### src/rtl/mc_controller_pkg.sv
// Shared constants for the multicycle MIPS control unit: opcodes, funct
// codes, ALU operation codes, FSM state encoding and datapath mux selects.
// Optional feature macro: BNE_EN (bne decode, used in mc_controller).
package mc_pkg;

  localparam int MC_STATE_W = 4;

  // Primary opcodes, inst[31:26]
  localparam logic [5:0] OP_RT   = 6'b000000;
  localparam logic [5:0] OP_J    = 6'b000010;
  localparam logic [5:0] OP_JAL  = 6'b000011;
  localparam logic [5:0] OP_BEQ  = 6'b000100;
  localparam logic [5:0] OP_BNE  = 6'b000101;
  localparam logic [5:0] OP_ADDI = 6'b001000;
  localparam logic [5:0] OP_SLTI = 6'b001010;
  localparam logic [5:0] OP_LW   = 6'b100011;
  localparam logic [5:0] OP_SW   = 6'b101011;

  // R-type funct codes, inst[5:0]
  localparam logic [5:0] FN_JR  = 6'b001000;
  localparam logic [5:0] FN_ADD = 6'b100000;
  localparam logic [5:0] FN_SUB = 6'b100010;
  localparam logic [5:0] FN_AND = 6'b100100;
  localparam logic [5:0] FN_OR  = 6'b100101;
  localparam logic [5:0] FN_SLT = 6'b101010;

  // ALU operation codes
  localparam logic [2:0] ALU_AND = 3'b000;
  localparam logic [2:0] ALU_OR  = 3'b001;
  localparam logic [2:0] ALU_ADD = 3'b010;
  localparam logic [2:0] ALU_SUB = 3'b110;
  localparam logic [2:0] ALU_SLT = 3'b111;

  // Datapath mux selects
  localparam logic       SRCA_PC      = 1'b0;
  localparam logic       SRCA_A       = 1'b1;
  localparam logic [1:0] SRCB_B       = 2'b00;
  localparam logic [1:0] SRCB_FOUR    = 2'b01;
  localparam logic [1:0] SRCB_IMM     = 2'b10;
  localparam logic [1:0] SRCB_IMM_SH  = 2'b11;
  localparam logic [1:0] PCSRC_ALU    = 2'b00;
  localparam logic [1:0] PCSRC_JUMP   = 2'b01;
  localparam logic [1:0] PCSRC_ALUOUT = 2'b10;
  localparam logic [1:0] PCSRC_A      = 2'b11;
  localparam logic [1:0] REGDST_RT    = 2'b00;
  localparam logic [1:0] REGDST_RD    = 2'b01;
  localparam logic [1:0] REGDST_R31   = 2'b10;
  localparam logic [1:0] M2R_ALUOUT   = 2'b00;
  localparam logic [1:0] M2R_MDR      = 2'b01;
  localparam logic [1:0] M2R_PC       = 2'b10;

  // FSM states; encodings 14 and 15 are unused and fall back to fetch
  typedef enum logic [MC_STATE_W-1:0] {
    S_IF      = 4'd0,
    S_ID      = 4'd1,
    S_MEM_ADR = 4'd2,
    S_MEM_RD  = 4'd3,
    S_MEM_WB  = 4'd4,
    S_MEM_WR  = 4'd5,
    S_R_EX    = 4'd6,
    S_R_WB    = 4'd7,
    S_I_EX    = 4'd8,
    S_I_WB    = 4'd9,
    S_BRANCH  = 4'd10,
    S_JUMP    = 4'd11,
    S_JAL     = 4'd12,
    S_JR      = 4'd13
  } state_t;

  // What the ALU is being asked to do in the current state
  typedef enum logic [2:0] {
    ACLS_NONE  = 3'd0,
    ACLS_ADD   = 3'd1,
    ACLS_SUB   = 3'd2,
    ACLS_FUNCT = 3'd3,
    ACLS_IMM   = 3'd4
  } alu_cls_t;

  // True for the R-type funct codes that go through R_EX/R_WB
  function automatic logic is_rtype_alu(input logic [5:0] fn);
    logic v;
    case (fn)
      FN_ADD, FN_SUB, FN_AND, FN_OR, FN_SLT: v = 1'b1;
      default:                               v = 1'b0;
    endcase
    return v;
  endfunction

endpackage

### src/rtl/mc_controller_if.sv
// Control bus between mc_controller and the multicycle datapath/memory.
// master = controller side, slave = datapath side.
interface mc_controller_if;

  logic [5:0] opcode;
  logic [5:0] func;
  logic       zero_out_alu;

  logic       zero_in_PC;
  logic       pc_write;
  logic       pc_write_cond;
  logic       IorD;
  logic       IRwrite;
  logic       alu_srcA;
  logic       reg_write;
  logic       mem_read;
  logic       mem_write;
  logic [1:0] alu_srcB;
  logic [1:0] pc_src;
  logic [1:0] reg_dst;
  logic [1:0] mem_to_reg;
  logic [2:0] alu_ctrl;
  logic       illegal_op;

  modport master (
    input  opcode, func, zero_out_alu,
    output zero_in_PC, pc_write, pc_write_cond, IorD, IRwrite, alu_srcA,
           reg_write, mem_read, mem_write, alu_srcB, pc_src, reg_dst,
           mem_to_reg, alu_ctrl, illegal_op
  );

  modport slave (
    output opcode, func, zero_out_alu,
    input  zero_in_PC, pc_write, pc_write_cond, IorD, IRwrite, alu_srcA,
           reg_write, mem_read, mem_write, alu_srcB, pc_src, reg_dst,
           mem_to_reg, alu_ctrl, illegal_op
  );

endinterface

### src/rtl/mc_controller_alu_dec.sv
// ALU operation decoder: the FSM names a class of ALU use for the current
// state, and this block turns it into a concrete alu_ctrl code.
module mc_alu_dec
  import mc_pkg::*;
(
  input  alu_cls_t   i_cls,
  input  logic [5:0] i_func,
  input  logic [5:0] i_opcode,
  output logic [2:0] o_alu_ctrl
);

  // Map ALU class plus instruction fields to an operation code
  always_comb begin
    o_alu_ctrl = ALU_AND;
    case (i_cls)
      ACLS_ADD: o_alu_ctrl = ALU_ADD;
      ACLS_SUB: o_alu_ctrl = ALU_SUB;
      ACLS_FUNCT: begin
        case (i_func)
          FN_ADD:  o_alu_ctrl = ALU_ADD;
          FN_SUB:  o_alu_ctrl = ALU_SUB;
          FN_AND:  o_alu_ctrl = ALU_AND;
          FN_OR:   o_alu_ctrl = ALU_OR;
          FN_SLT:  o_alu_ctrl = ALU_SLT;
          default: o_alu_ctrl = ALU_AND;
        endcase
      end
      ACLS_IMM: o_alu_ctrl = (i_opcode == OP_SLTI) ? ALU_SLT : ALU_ADD;
      default:  o_alu_ctrl = ALU_AND;
    endcase
  end

endmodule

### src/rtl/mc_controller.sv
// Multicycle MIPS control unit. Moore FSM, one state per cycle, driving the
// datapath strobes and mux selects through mc_controller_if.master.
// Optional feature macro: BNE_EN -- when defined, bne (000101) is decoded
// as a branch taken on a non-zero ALU result; otherwise it is illegal.
module mc_controller
  import mc_pkg::*;
#(
  parameter int STATE_W = MC_STATE_W
)(
  input  logic           clk,
  input  logic           rst,
  mc_controller_if.master mc
);

  logic [STATE_W-1:0] r_state;
  logic [STATE_W-1:0] w_next_state;
  logic               w_illegal;

  logic       w_zero_in;
  logic       w_pc_write;
  logic       w_pc_write_cond;
  logic       w_iord;
  logic       w_irwrite;
  logic       w_alu_srca;
  logic       w_reg_write;
  logic       w_mem_read;
  logic       w_mem_write;
  logic [1:0] w_alu_srcb;
  logic [1:0] w_pc_src;
  logic [1:0] w_reg_dst;
  logic [1:0] w_mem_to_reg;
  logic [2:0] w_alu_ctrl;
  alu_cls_t   w_cls;

  // Next-state selection, including the ID decode and its illegal flag
  always_comb begin
    w_next_state = S_IF;
    w_illegal    = 1'b0;
    case (r_state)
      S_IF: w_next_state = S_ID;
      S_ID: begin
        case (mc.opcode)
          OP_LW, OP_SW: w_next_state = S_MEM_ADR;
          OP_RT: begin
            if (mc.func == FN_JR) begin
              w_next_state = S_JR;
            end else if (is_rtype_alu(mc.func)) begin
              w_next_state = S_R_EX;
            end else begin
              w_next_state = S_IF;
              w_illegal    = 1'b1;
            end
          end
          OP_BEQ: w_next_state = S_BRANCH;
`ifdef BNE_EN
          OP_BNE: w_next_state = S_BRANCH;
`endif
          OP_ADDI, OP_SLTI: w_next_state = S_I_EX;
          OP_J:             w_next_state = S_JUMP;
          OP_JAL:           w_next_state = S_JAL;
          default: begin
            w_next_state = S_IF;
            w_illegal    = 1'b1;
          end
        endcase
      end
      S_MEM_ADR: begin
        if (mc.opcode == OP_LW) begin
          w_next_state = S_MEM_RD;
        end else if (mc.opcode == OP_SW) begin
          w_next_state = S_MEM_WR;
        end else begin
          w_next_state = S_IF;
        end
      end
      S_MEM_RD: w_next_state = S_MEM_WB;
      S_R_EX:   w_next_state = S_R_WB;
      S_I_EX:   w_next_state = S_I_WB;
      // Every final step, and any unused encoding, returns to fetch
      default:  w_next_state = S_IF;
    endcase
  end

  // State register: reset parks the FSM in fetch immediately
  always_ff @(posedge clk or posedge rst) begin
    if (rst) begin
      r_state <= S_IF;
    end else begin
      r_state <= w_next_state;
    end
  end

  // Moore output decode from the current state; anything unlisted is 0
  always_comb begin
    w_zero_in       = 1'b0;
    w_pc_write      = 1'b0;
    w_pc_write_cond = 1'b0;
    w_iord          = 1'b0;
    w_irwrite       = 1'b0;
    w_alu_srca      = SRCA_PC;
    w_reg_write     = 1'b0;
    w_mem_read      = 1'b0;
    w_mem_write     = 1'b0;
    w_alu_srcb      = SRCB_B;
    w_pc_src        = PCSRC_ALU;
    w_reg_dst       = REGDST_RT;
    w_mem_to_reg    = M2R_ALUOUT;
    w_cls           = ACLS_NONE;
    case (r_state)
      S_IF: begin
        w_mem_read = 1'b1;
        w_irwrite  = 1'b1;
        w_alu_srcb = SRCB_FOUR;
        w_cls      = ACLS_ADD;
        w_pc_write = 1'b1;
        w_pc_src   = PCSRC_ALU;
      end
      S_ID: begin
        w_alu_srcb = SRCB_IMM_SH;
        w_cls      = ACLS_ADD;
      end
      S_MEM_ADR: begin
        w_alu_srca = SRCA_A;
        w_alu_srcb = SRCB_IMM;
        w_cls      = ACLS_ADD;
      end
      S_MEM_RD: begin
        w_mem_read = 1'b1;
        w_iord     = 1'b1;
      end
      S_MEM_WB: begin
        w_reg_write  = 1'b1;
        w_reg_dst    = REGDST_RT;
        w_mem_to_reg = M2R_MDR;
      end
      S_MEM_WR: begin
        w_mem_write = 1'b1;
        w_iord      = 1'b1;
      end
      S_R_EX: begin
        w_alu_srca = SRCA_A;
        w_alu_srcb = SRCB_B;
        w_cls      = ACLS_FUNCT;
      end
      S_R_WB: begin
        w_reg_write  = 1'b1;
        w_reg_dst    = REGDST_RD;
        w_mem_to_reg = M2R_ALUOUT;
      end
      S_I_EX: begin
        w_alu_srca = SRCA_A;
        w_alu_srcb = SRCB_IMM;
        w_cls      = ACLS_IMM;
      end
      S_I_WB: begin
        // ALU op kept stable so ALUOut is not disturbed during writeback
        w_reg_write  = 1'b1;
        w_reg_dst    = REGDST_RT;
        w_mem_to_reg = M2R_ALUOUT;
        w_cls        = ACLS_IMM;
      end
      S_BRANCH: begin
        w_alu_srca      = SRCA_A;
        w_alu_srcb      = SRCB_B;
        w_cls           = ACLS_SUB;
        w_pc_write_cond = 1'b1;
        w_pc_src        = PCSRC_ALUOUT;
`ifdef BNE_EN
        w_zero_in       = (mc.opcode == OP_BNE) ? ~mc.zero_out_alu : mc.zero_out_alu;
`else
        w_zero_in       = mc.zero_out_alu;
`endif
      end
      S_JUMP: begin
        w_pc_write = 1'b1;
        w_pc_src   = PCSRC_JUMP;
      end
      S_JAL: begin
        // PC already holds PC+4; r31 and the jump target load on the same edge
        w_pc_write   = 1'b1;
        w_pc_src     = PCSRC_JUMP;
        w_reg_write  = 1'b1;
        w_reg_dst    = REGDST_R31;
        w_mem_to_reg = M2R_PC;
      end
      S_JR: begin
        w_pc_write = 1'b1;
        w_pc_src   = PCSRC_A;
      end
      default: begin
        w_cls = ACLS_NONE;
      end
    endcase
  end

  mc_alu_dec u_alu_dec (
    .i_cls      (w_cls),
    .i_func     (mc.func),
    .i_opcode   (mc.opcode),
    .o_alu_ctrl (w_alu_ctrl)
  );

  // While reset is held every strobe is forced low so nothing is written
  assign mc.zero_in_PC    = ~rst & w_zero_in;
  assign mc.pc_write      = ~rst & w_pc_write;
  assign mc.pc_write_cond = ~rst & w_pc_write_cond;
  assign mc.IorD          = ~rst & w_iord;
  assign mc.IRwrite       = ~rst & w_irwrite;
  assign mc.alu_srcA      = ~rst & w_alu_srca;
  assign mc.reg_write     = ~rst & w_reg_write;
  assign mc.mem_read      = ~rst & w_mem_read;
  assign mc.mem_write     = ~rst & w_mem_write;
  assign mc.illegal_op    = ~rst & w_illegal;
  assign mc.alu_srcB      = rst ? 2'b00  : w_alu_srcb;
  assign mc.pc_src        = rst ? 2'b00  : w_pc_src;
  assign mc.reg_dst       = rst ? 2'b00  : w_reg_dst;
  assign mc.mem_to_reg    = rst ? 2'b00  : w_mem_to_reg;
  assign mc.alu_ctrl      = rst ? 3'b000 : w_alu_ctrl;

endmodule

### src/flat_wrapper.sv
// flat-port wrapper written by rule: the top's interface ports become plain ports
module mc_controller_flat import mc_pkg::*;
#(
  parameter int STATE_W = MC_STATE_W
)
  (clk, rst, mc_opcode, mc_func, mc_zero_out_alu, mc_zero_in_PC, mc_pc_write, mc_pc_write_cond, mc_IorD, mc_IRwrite, mc_alu_srcA, mc_reg_write, mc_mem_read, mc_mem_write, mc_alu_srcB, mc_pc_src, mc_reg_dst, mc_mem_to_reg, mc_alu_ctrl, mc_illegal_op);
  mc_controller_if mc_i ();
  input  logic clk;
  input  logic rst;
  input wire logic [$bits(mc_i.opcode)-1:0] mc_opcode;
  input wire logic [$bits(mc_i.func)-1:0] mc_func;
  input wire logic [$bits(mc_i.zero_out_alu)-1:0] mc_zero_out_alu;
  output wire logic [$bits(mc_i.zero_in_PC)-1:0] mc_zero_in_PC;
  output wire logic [$bits(mc_i.pc_write)-1:0] mc_pc_write;
  output wire logic [$bits(mc_i.pc_write_cond)-1:0] mc_pc_write_cond;
  output wire logic [$bits(mc_i.IorD)-1:0] mc_IorD;
  output wire logic [$bits(mc_i.IRwrite)-1:0] mc_IRwrite;
  output wire logic [$bits(mc_i.alu_srcA)-1:0] mc_alu_srcA;
  output wire logic [$bits(mc_i.reg_write)-1:0] mc_reg_write;
  output wire logic [$bits(mc_i.mem_read)-1:0] mc_mem_read;
  output wire logic [$bits(mc_i.mem_write)-1:0] mc_mem_write;
  output wire logic [$bits(mc_i.alu_srcB)-1:0] mc_alu_srcB;
  output wire logic [$bits(mc_i.pc_src)-1:0] mc_pc_src;
  output wire logic [$bits(mc_i.reg_dst)-1:0] mc_reg_dst;
  output wire logic [$bits(mc_i.mem_to_reg)-1:0] mc_mem_to_reg;
  output wire logic [$bits(mc_i.alu_ctrl)-1:0] mc_alu_ctrl;
  output wire logic [$bits(mc_i.illegal_op)-1:0] mc_illegal_op;
  assign mc_i.opcode = mc_opcode;
  assign mc_i.func = mc_func;
  assign mc_i.zero_out_alu = mc_zero_out_alu;
  assign mc_zero_in_PC = mc_i.zero_in_PC;
  assign mc_pc_write = mc_i.pc_write;
  assign mc_pc_write_cond = mc_i.pc_write_cond;
  assign mc_IorD = mc_i.IorD;
  assign mc_IRwrite = mc_i.IRwrite;
  assign mc_alu_srcA = mc_i.alu_srcA;
  assign mc_reg_write = mc_i.reg_write;
  assign mc_mem_read = mc_i.mem_read;
  assign mc_mem_write = mc_i.mem_write;
  assign mc_alu_srcB = mc_i.alu_srcB;
  assign mc_pc_src = mc_i.pc_src;
  assign mc_reg_dst = mc_i.reg_dst;
  assign mc_mem_to_reg = mc_i.mem_to_reg;
  assign mc_alu_ctrl = mc_i.alu_ctrl;
  assign mc_illegal_op = mc_i.illegal_op;
  mc_controller #(.STATE_W(STATE_W)) u_core (.clk(clk), .rst(rst), .mc(mc_i));
endmodule
### config.mk
export PLATFORM = sky130hd
export DESIGN_NAME = mc_controller_flat
export DESIGN_NICKNAME = d
export VERILOG_FILES = /design/src/rtl/mc_controller_pkg.sv /design/src/rtl/mc_controller_if.sv /design/src/rtl/mc_controller_alu_dec.sv /design/src/rtl/mc_controller.sv /design/src/flat_wrapper.sv
export SDC_FILE = /design/constraint.sdc
export NUM_CORES = 1
export LEC_CHECK = 0
export BUFFER_PORTS_ARGS = -buffer_cell sky130_fd_sc_hd__buf_2
export CAP_MARGIN = 20
export CORE_MARGIN = 2
export CORE_UTILIZATION = 50
export DETAILED_ROUTE_END_ITERATION = 10
export PLACE_DENSITY = 0.83
export SYNTH_ARGS = -nofsm -noshare
export SYNTH_HDL_FRONTEND = slang
export SYNTH_SLANG_ARGS = --single-unit
### constraint.sdc
create_clock -name clk -period 2.8 [get_ports clk]
set_input_delay 0.14 -clock clk [delete_from_list [all_inputs] [get_ports clk]]
set_output_delay 0.14 -clock clk [all_outputs]
set_load 0.1 [all_outputs]
# After elaboration in Yosys (flattened, before gate mapping)
# Cells that the tools add are included.
# word_totals
regBits	4
in_bits	15
out_inout_bits	21
word_cells	93
# op_classes
eq_ne	30
n_mux	36
bitwise_logic	11
n_reduce_logical	15
# ops
operator	count
case mux 4 bit (6 select lines)	2
equality test 6 bit, second input constant	7
case mux 3 bit (4 select lines)	3
equality test 4 bit, second input constant	6
equality test 6 x 4 -> 1 bit, second input constant	3
equality test 4 x 3 -> 1 bit, second input constant	4
two-way mux 1 bit	16
OR reduction 2 bit	7
equality test 6 x 2 -> 1 bit, second input constant	2
two-way mux 3 bit	4
case mux 2 bit (3 select lines)	2
OR reduction 4 bit	3
AND 1 bit	10
equality test 4 x 2 -> 1 bit, second input constant	2
two-way mux 2 bit	4
two-way mux 4 bit	2
case mux 2 bit (2 select lines)	2
OR reduction 7 bit	1
equality test 3 x 2 -> 1 bit, second input constant	2
equality test 6 x 3 -> 1 bit, second input constant	1
logical NOT 6 bit	1
OR reduction 5 bit	1
equality test 4 x 1 -> 1 bit, second input constant	1
logical NOT 4 bit	1
5 further kinds	5

# Logic depth before layout (Yosys ltp)
# Gate-level depths: netlist (run 1).
# logic_depth
ltp_word	11
depth_mapped	6
ltp_nobuf	4

# Cells and area by module
# From an unflattened synthesis (run 1), not the netlist that was laid out.
# unflattened
hier_cells	117
area_unflattened_um2	789.5
# modules_own_cells
mod	n_inst	cells_per_inst	area_each_um2	seq_area_each_um2
mc_controller	1	100	674.4	100.1
mc_alu_dec	1	17	115.1	0.0

# Worst setup path before layout (run 1)
# OpenSTA, ideal clock, no wires.
# synth_path
path_type	register to output
startpoint	register u_core.r_state[0]
endpoint	output port mc_IorD
arrival_time_ns	3.748
required_ns	2.660
path_slack_ns	-1.088
stages_incl_launch_ff	4
n_path_buf	1
cell_sequence	dfrtp_1 > buf_1 > inv_1 > nor4_1
# synth_via
elab_chain_len	4
word_cells_on_any_way	5
classes_between	eq/ne (2); mux (1); bitwise (1); reduce/logical (1)
# synth_lines
item	line_no	text
from (decl)	mc_controller.sv:15	logic [STATE_W-1:0] r_state;
from (signal assigned)	mc_controller.sv:89	r_state <= w_next_state;
equality test 4 x 2 -> 1 bit or equality test 4 x 3 -> 1 bit (tied branches)	mc_controller.sv:109	case (r_state)
OR reduction 2 bit (no source line) *	n/a	
two-way mux 1 bit *	mc_controller.sv:109	
AND 1 bit *	mc_controller.sv:207	assign mc.IorD = ~rst & w_iord;
to (decl)	flat_wrapper.sv:16	output wire logic [$bits(mc_i.IorD)-1:0] mc_IorD;
# Mark *: on every way between the ends. The rest lies on a longest branch, timed or not.

# Worst setup path after layout (run 1)
# layout_path
startpoint	register u_core.r_state[2]
endpoint	output port mc_illegal_op
# layout_via
elab_chain_len	3
# layout_lines
item	line_no	text
equality test 4 x 1 -> 1 bit	mc_controller.sv:39	case (r_state)
two-way mux 1 bit	mc_controller.sv:39	
AND 1 bit	mc_controller.sv:213	assign mc.illegal_op = ~rst & w_illegal;
to (decl)	flat_wrapper.sv:27	output wire logic [$bits(mc_i.illegal_op)-1:0] mc_illegal_op;
# Every way passes these cells.

==> flow_summary.json, run 1 <==
{
  "largest-register": "u_core.r_state",
  "cap_violations": 0,
  "cts_tree": "built",
  "vias": 1072,
  "power_density_nw_per_um2": 598,
  "yosysSeqAreaShare_pct": 12.5,
  "synth-edff-count": 0,
  "cts_hold_buf": 1,
  "avgSynthCellArea_um2": 6.67,
  "slew_violations": 0,
  "max-vdd-ir-drop_mv": 0.407,
  "syn_area_um2": 801,
  "ff2ff_path_depth": 5,
  "cts-resized-gates": 0,
  "start_util_pct": 53.2,
  "crit_type": "flip-flop to output port",
  "final_cells": 169,
  "die_x_um": 44.0,
  "antenna_found_initial": 0,
  "hold_violations": 0,
  "yosys_warnings": 0,
  "fin_skew_ns": 0.00288,
  "drive_gt1_share_pct": 35.9,
  "first_iter_violations": 19,
  "clkLatencyLatePin_ns": 0.24,
  "area_delta_synth_final_pct": 31.3,
  "whs_ns": 0.192,
  "ios": 36,
  "synth-main-ff-cell": "dfrtp_1",
  "htree_levels": 1,
  "dpl.hpwl_mm": 1.78,
  "reg2reg_from": "u_core.r_state[1]$_DFF_PP0_",
  "grt_pass1_wl_mm": 3.88,
  "fmax_ghz": 0.386,
  "yosys.area.top_type": "dfrtp_1",
  "relSlewSlack_pct": 60.9,
  "tightest_slew_ns": 0.578,
  "crit_path_start_kind": "flip-flop",
  "place_area_um2": 1020,
  "routabilityCongestion": 0.889,
  "cts_setup_buffers": 0,
  "r2r_end": "u_core.r_state[0]$_DFF_PP0_",
  "dp.cells": 165,
  "drt-vias-per-instance": 6.34,
  "clock_path_buffers": 2,
  "clock_sinks": 4,
  "synthArstFlopShare_pct": 100,
  "numCtsBuffers": 3,
  "largest_reg_flops": 4,
  "io_buffers": 35,
  "grt_overflow": 0,
  "ant_nets": 0,
  "syn-num-nets": 135,
  "diodes": 0,
  "status": "completed",
  "postRouteWirelength_mm": 2.29,
  "rsz0062_at_grt": "false",
  "coreArea_um2": 1510,
  "die_y_um": 44.0,
  "hold_path.class": "input port to flip-flop",
  "finalSetupViolations": 0,
  "dieArea_um2": 1940,
  "worstPathMaxFanout": 18,
  "row_count": 14,
  "ff2ff_setup_slack_ns": 0.93,
  "ys_types": 40,
  "worstPathArrival_ns": 2.45,
  "cts_root_buf": "clkbuf_4",
  "final_area_um2": 1050,
  "grt_pass1_vias": 892,
  "setup-tns-final_ns": 0,
  "nNetsFinal": 170,
  "fin_crit_sh_pct": 92.5,
  "avgRoutedWirePerCell_um": 13.6,
  "total_power_mw": 0.628,
  "required_ns": 2.66,
  "min_period_ns": 2.59,
  "reg_top3": "u_core.r_state x4",
  "clk_pin_slew_ns": 0.04,
  "synth_seq_cells": 4,
  "drc": 0,
  "grtUsageTotal_pct": 25.9,
  "cp-end-kind": "output port",
  "cp-endpoint": "mc_illegal_op",
  "n_fill_cell": 133,
  "grt_start_max_net_pins": 19,
  "synthCells": 120,
  "synthTopCellsByArea": "dfrtp_1 13%, nor2_1 6.6%, a31oi_1 5.5%",
  "cp-startpoint": "u_core.r_state[2]$_DFF_PP0_",
  "p_leak_nw": 0.476,
  "firstDrtPassIters": 4,
  "synth_top_area_share_pct": 12.5
}
==> cell families after synthesis <==
group | share of synthesized area [%]
AND/OR/NAND/NOR | 51.1
flip-flops | 12.5
buffers and inverters | 6.72
multiplexers | 2.50
AO/OA/AOI/OAI | 25.0
XOR/XNOR | 2.19
==> metrics by stage <==
step | worst slack (ns) | utilization, %
2_1_floorplan | -0.0292 | -
3_3_place_gp | 0.523 | 67.6
3_5_place_dp | 0.476 | 67.6
4_1_cts | 0.210 | 69.8
5_1_grt | 0.110 | 69.8
6_report | 0.209 | 69.8
==> layout by cell type, fill, tap and decap left out, types with 4 or more instances in the layout <==
master and instances:
nor3b_1 4, nor2_1 13, nor2b_1 5, nand3_1 6
nand2b_1 4, buf_2 35, a21oi_1 4, nand2_1 6
inv_1 4, a31oi_1 7, dfrtp_1 4, and3_1 4
o21ai_0 7, nor3_2 5
==> worst min path at each step <==
stage | startpoint | endpoint | slack, ns | cells after the start
floorplan | rst | u_core.r_state[0]$_DFF_PP0_ | 0.23 | 2
global placement | rst | u_core.r_state[0]$_DFF_PP0_ | 0.20 | 2
detailed placement | rst | u_core.r_state[0]$_DFF_PP0_ | 0.20 | 2
CTS | mc_opcode[0] | u_core.r_state[3]$_DFF_PP0_ | 0.17 | 2
global route | mc_opcode[0] | u_core.r_state[3]$_DFF_PP0_ | 0.20 | 2
finish | mc_opcode[0] | u_core.r_state[3]$_DFF_PP0_ | 0.19 | 2
==> synthesized netlist by cell type (all sizes together), types with 2 or more instances <==
cell type / count
dfrtp: 4
or2b: 2
xnor2: 2
mux2i: 2
nor2b: 5
nor3b: 4
a31o: 3
inv: 4
nand2: 6
and3: 4
o22a: 2
nor2: 14
clkbuf: 4
nor4bb: 2
or2: 2
nor4b: 2
nand2b: 4
nor3: 8
nor4: 3
a31oi: 7
and4: 2
o21ai: 7
buf: 4
nand3: 6
and2: 2
or3: 3
a21oi: 4
==> worst max-delay path, stage by stage, from the launching register on <==
cell and delay (ns):
dfrtp_1 0.56, or3_4 0.48, or2_0 0.27, or3_1 0.35, o22ai_2 0.11, buf_2 0.44
==> power by group <==
| group | internal [mW] | switching (mW) |
|---|---|---|
| clock network | 0.0481 | 0.0257 |
| logic | 0.116 | 0.347 |
| registers | 0.0684 | 0.0239 |
| total | 0.232 | 0.396 |
==> cell type report <==
type / instances / area, um2 / area share, %
clock buffers: 3 / 22.5 / 2.14
repair buffers: 38 / 200 / 19.0
inverters: 4 / 15.0 / 1.43
flip-flops and latches: 4 / 100 / 9.52
multi-input cells: 104 / 693 / 66.0
well taps: 16 / 20.0 / 1.90
==> layer usage <==
metal  GRT usage, %  wire (um)  vias to the layer above  share of wire, %
li1               -          -                      520                 -
met1           33.8        977                      506                43
met2           44.7       1140                       46                50
met3           4.08        170                        0               7.4
met4           6.06          0                        0                 0
met5              0          0                        -                 0
Note: power is estimated with default switching activity, not from simulation.
==> run 2, diff against run 1 <==
--- a/config.mk
+++ b/config.mk
@@ -5,7 +5,7 @@
 export SDC_FILE = /design/constraint.sdc
 export NUM_CORES = 1
 export LEC_CHECK = 0
-export BUFFER_PORTS_ARGS = -buffer_cell sky130_fd_sc_hd__buf_2
+export BUFFER_PORTS_ARGS = -buffer_cell sky130_fd_sc_hd__buf_4
 export CAP_MARGIN = 20
 export CORE_MARGIN = 2
 export CORE_UTILIZATION = 50
==> flow_summary.json, run 2 (same netlist as run 1, synthesis figures left out) <==
{
  "status": "completed",
  "min_period_ns": 2.45,
  "avgRoutedWirePerCell_um": 14.1,
  "finalSetupViolations": 0,
  "worstPathMaxFanout": 18,
  "fmax_ghz": 0.408,
  "hold_path.class": "input port to flip-flop",
  "p_clk_share_pct": 11.9,
  "dpl.hpwl_mm": 1.79,
  "rsz0062_at_grt": "false",
  "coreArea_um2": 1510,
  "cts_setup_buffers": 0,
  "setup-tns-final_ns": 0,
  "power_density_nw_per_um2": 582,
  "diodes": 0,
  "drive_gt1_share_pct": 35.9,
  "switchingPower_mw": 0.406,
  "cap_violations": 0,
  "numCtsBuffers": 3,
  "crit_cells": 5,
  "largest_reg_flops": 4,
  "hold_depth": 2,
  "grt_start_max_net_pins": 19,
  "nNetsFinal": 170,
  "postRouteWirelength_mm": 2.39,
  "grt_pass1_vias": 894,
  "crit_buf_inv": 1,
  "htree_levels": 1,
  "routabilityCongestion": 0.859,
  "cp_cell_sequence": "or3_4, or2_0, or3_1, o22ai_2, buf_4",
  "ant_nets": 0,
  "layout_commonest_cell": "buf_4",
  "ios": 36,
  "row_count": 14,
  "p_int_mw": 0.256,
  "cp-startpoint": "u_core.r_state[2]$_DFF_PP0_",
  "largest-register": "u_core.r_state",
  "crit_path_start_kind": "flip-flop",
  "final_cell_mix": "37 x buf_4, 13 x nor2_1, 7 x a31oi_1, 7 x o21ai_0",
  "grtUsageTotal_pct": 27.4,
  "required_ns": 2.66,
  "max-vdd-ir-drop_mv": 0.339,
  "power_frac_comb_pct": 75.7,
  "clock_path_buffers": 2,
  "crit_type": "flip-flop to output port",
  "cts-resized-gates": 0,
  "whs_ns": 0.138,
  "dieArea_um2": 1940,
  "tightest_slew_ns": 0.635,
  "reg2reg_from": "u_core.r_state[2]$_DFF_PP0_",
  "ff2ff_path_depth": 4,
  "clk_pin_slew_ns": 0.04,
  "cp-end-kind": "output port",
  "first_iter_violations": 27,
  "slowest_stage": "dfrtp_1",
  "hold_start": "mc_opcode[0]",
  "clock_sinks": 4,
  "fin_skew_ns": 0.00578,
  "drt-vias-per-instance": 6.31,
  "firstDrtPassIters": 4,
  "hold_violations": 0,
  "clkLatencyLatePin_ns": 0.25,
  "start_util_pct": 53.2,
  "die_y_um": 44.0,
  "drc": 0,
  "worstPathArrival_ns": 2.31,
  "swShare_pct": 61.4,
  "pwr-share-seq_pct": 12.4,
  "io_buffers": 35,
  "slew_violations": 0,
  "grt_pass1_wl_mm": 3.93,
  "fin_crit_sh_pct": 87.6,
  "reg_top3": "u_core.r_state x4",
  "cts_tree": "built",
  "cpPeakStageDelay_ns": 0.55,
  "cts_root_buf": "clkbuf_4",
  "grt_overflow": 0,
  "die_x_um": 44.0,
  "relSlewSlack_pct": 57.1,
  "area_delta_synth_final_pct": 42.2,
  "p_leak_nw": 0.490,
  "vias": 1066,
  "path_delay_family": "simple AND/OR/NAND/NOR gates",
  "antenna_found_initial": 0,
  "cts_hold_buf": 1
}
## run 2: cell count changes in the layout (fill, tap and decap cells not counted)
cell / delta
buf_4: +35
buf_2: -35
## run 2: power by group through the flow
stage | clock, mW | sequential, mW | combinational (mW)
after global routing | 0.0837 | 0.0840 | 0.528
after global placement | 0 | 0.0822 | 0.491
after CTS | 0.0817 | 0.0819 | 0.501
final | 0.0787 | 0.0821 | 0.501
after detailed placement | 0 | 0.0826 | 0.499
after floorplan | 0 | 0.0788 | 0.391
## run 2: layer usage
layer	vias up	wire length [um]	track usage (%)
met5	-	0	0
met4	0	54	14.5
met3	5	179	3.67
met2	44	1140	43.2
met1	502	1020	36.3
li1	515	-	-
## run 2: stage by stage
stage          power, mW  instances  utilization (%)  cell area (um2)  setup slack, ns
6_report           0.662        169             75.6             1140            0.347
5_1_grt            0.695        169             75.6             1140            0.226
4_1_cts            0.665        169             75.6             1140            0.353
3_5_place_dp       0.581        165             73.4             1110            0.643
3_3_place_gp       0.573        165             73.4             1110            0.661
2_1_floorplan      0.470        120                -              847          -0.0292
## run 2: path summary, 6_finish.rpt
check | slack [ns] | to
hold / removal | 0.14 | u_core.r_state[3]$_DFF_PP0_
setup / recovery | 0.35 | mc_illegal_op
max in group asynchronous | 2.12 | u_core.r_state[1]$_DFF_PP0_
setup reg to reg | 0.89 | u_core.r_state[0]$_DFF_PP0_
hold reg to reg | 0.82 | u_core.r_state[3]$_DFF_PP0_
min in group asynchronous | 0.46 | u_core.r_state[0]$_DFF_PP0_
## run 2: cell type report
cell class / count / area, um2
Clock buffer: 3 / 22.5
Fill cell: 134 / 368
Inverter: 4 / 15.0
Multi-Input combinational cell: 104 / 693
Sequential cell: 4 / 100
Tap cell: 16 / 20.0
Timing Repair Buffer: 38 / 288
## run 2: worst reg2reg max path, cell delays in order (launching register included)
cell     delay, ns
dfrtp_1       0.55
nor4b_1       0.66
nand3_1       0.20
nor3_1        0.28
a31o_2        0.16
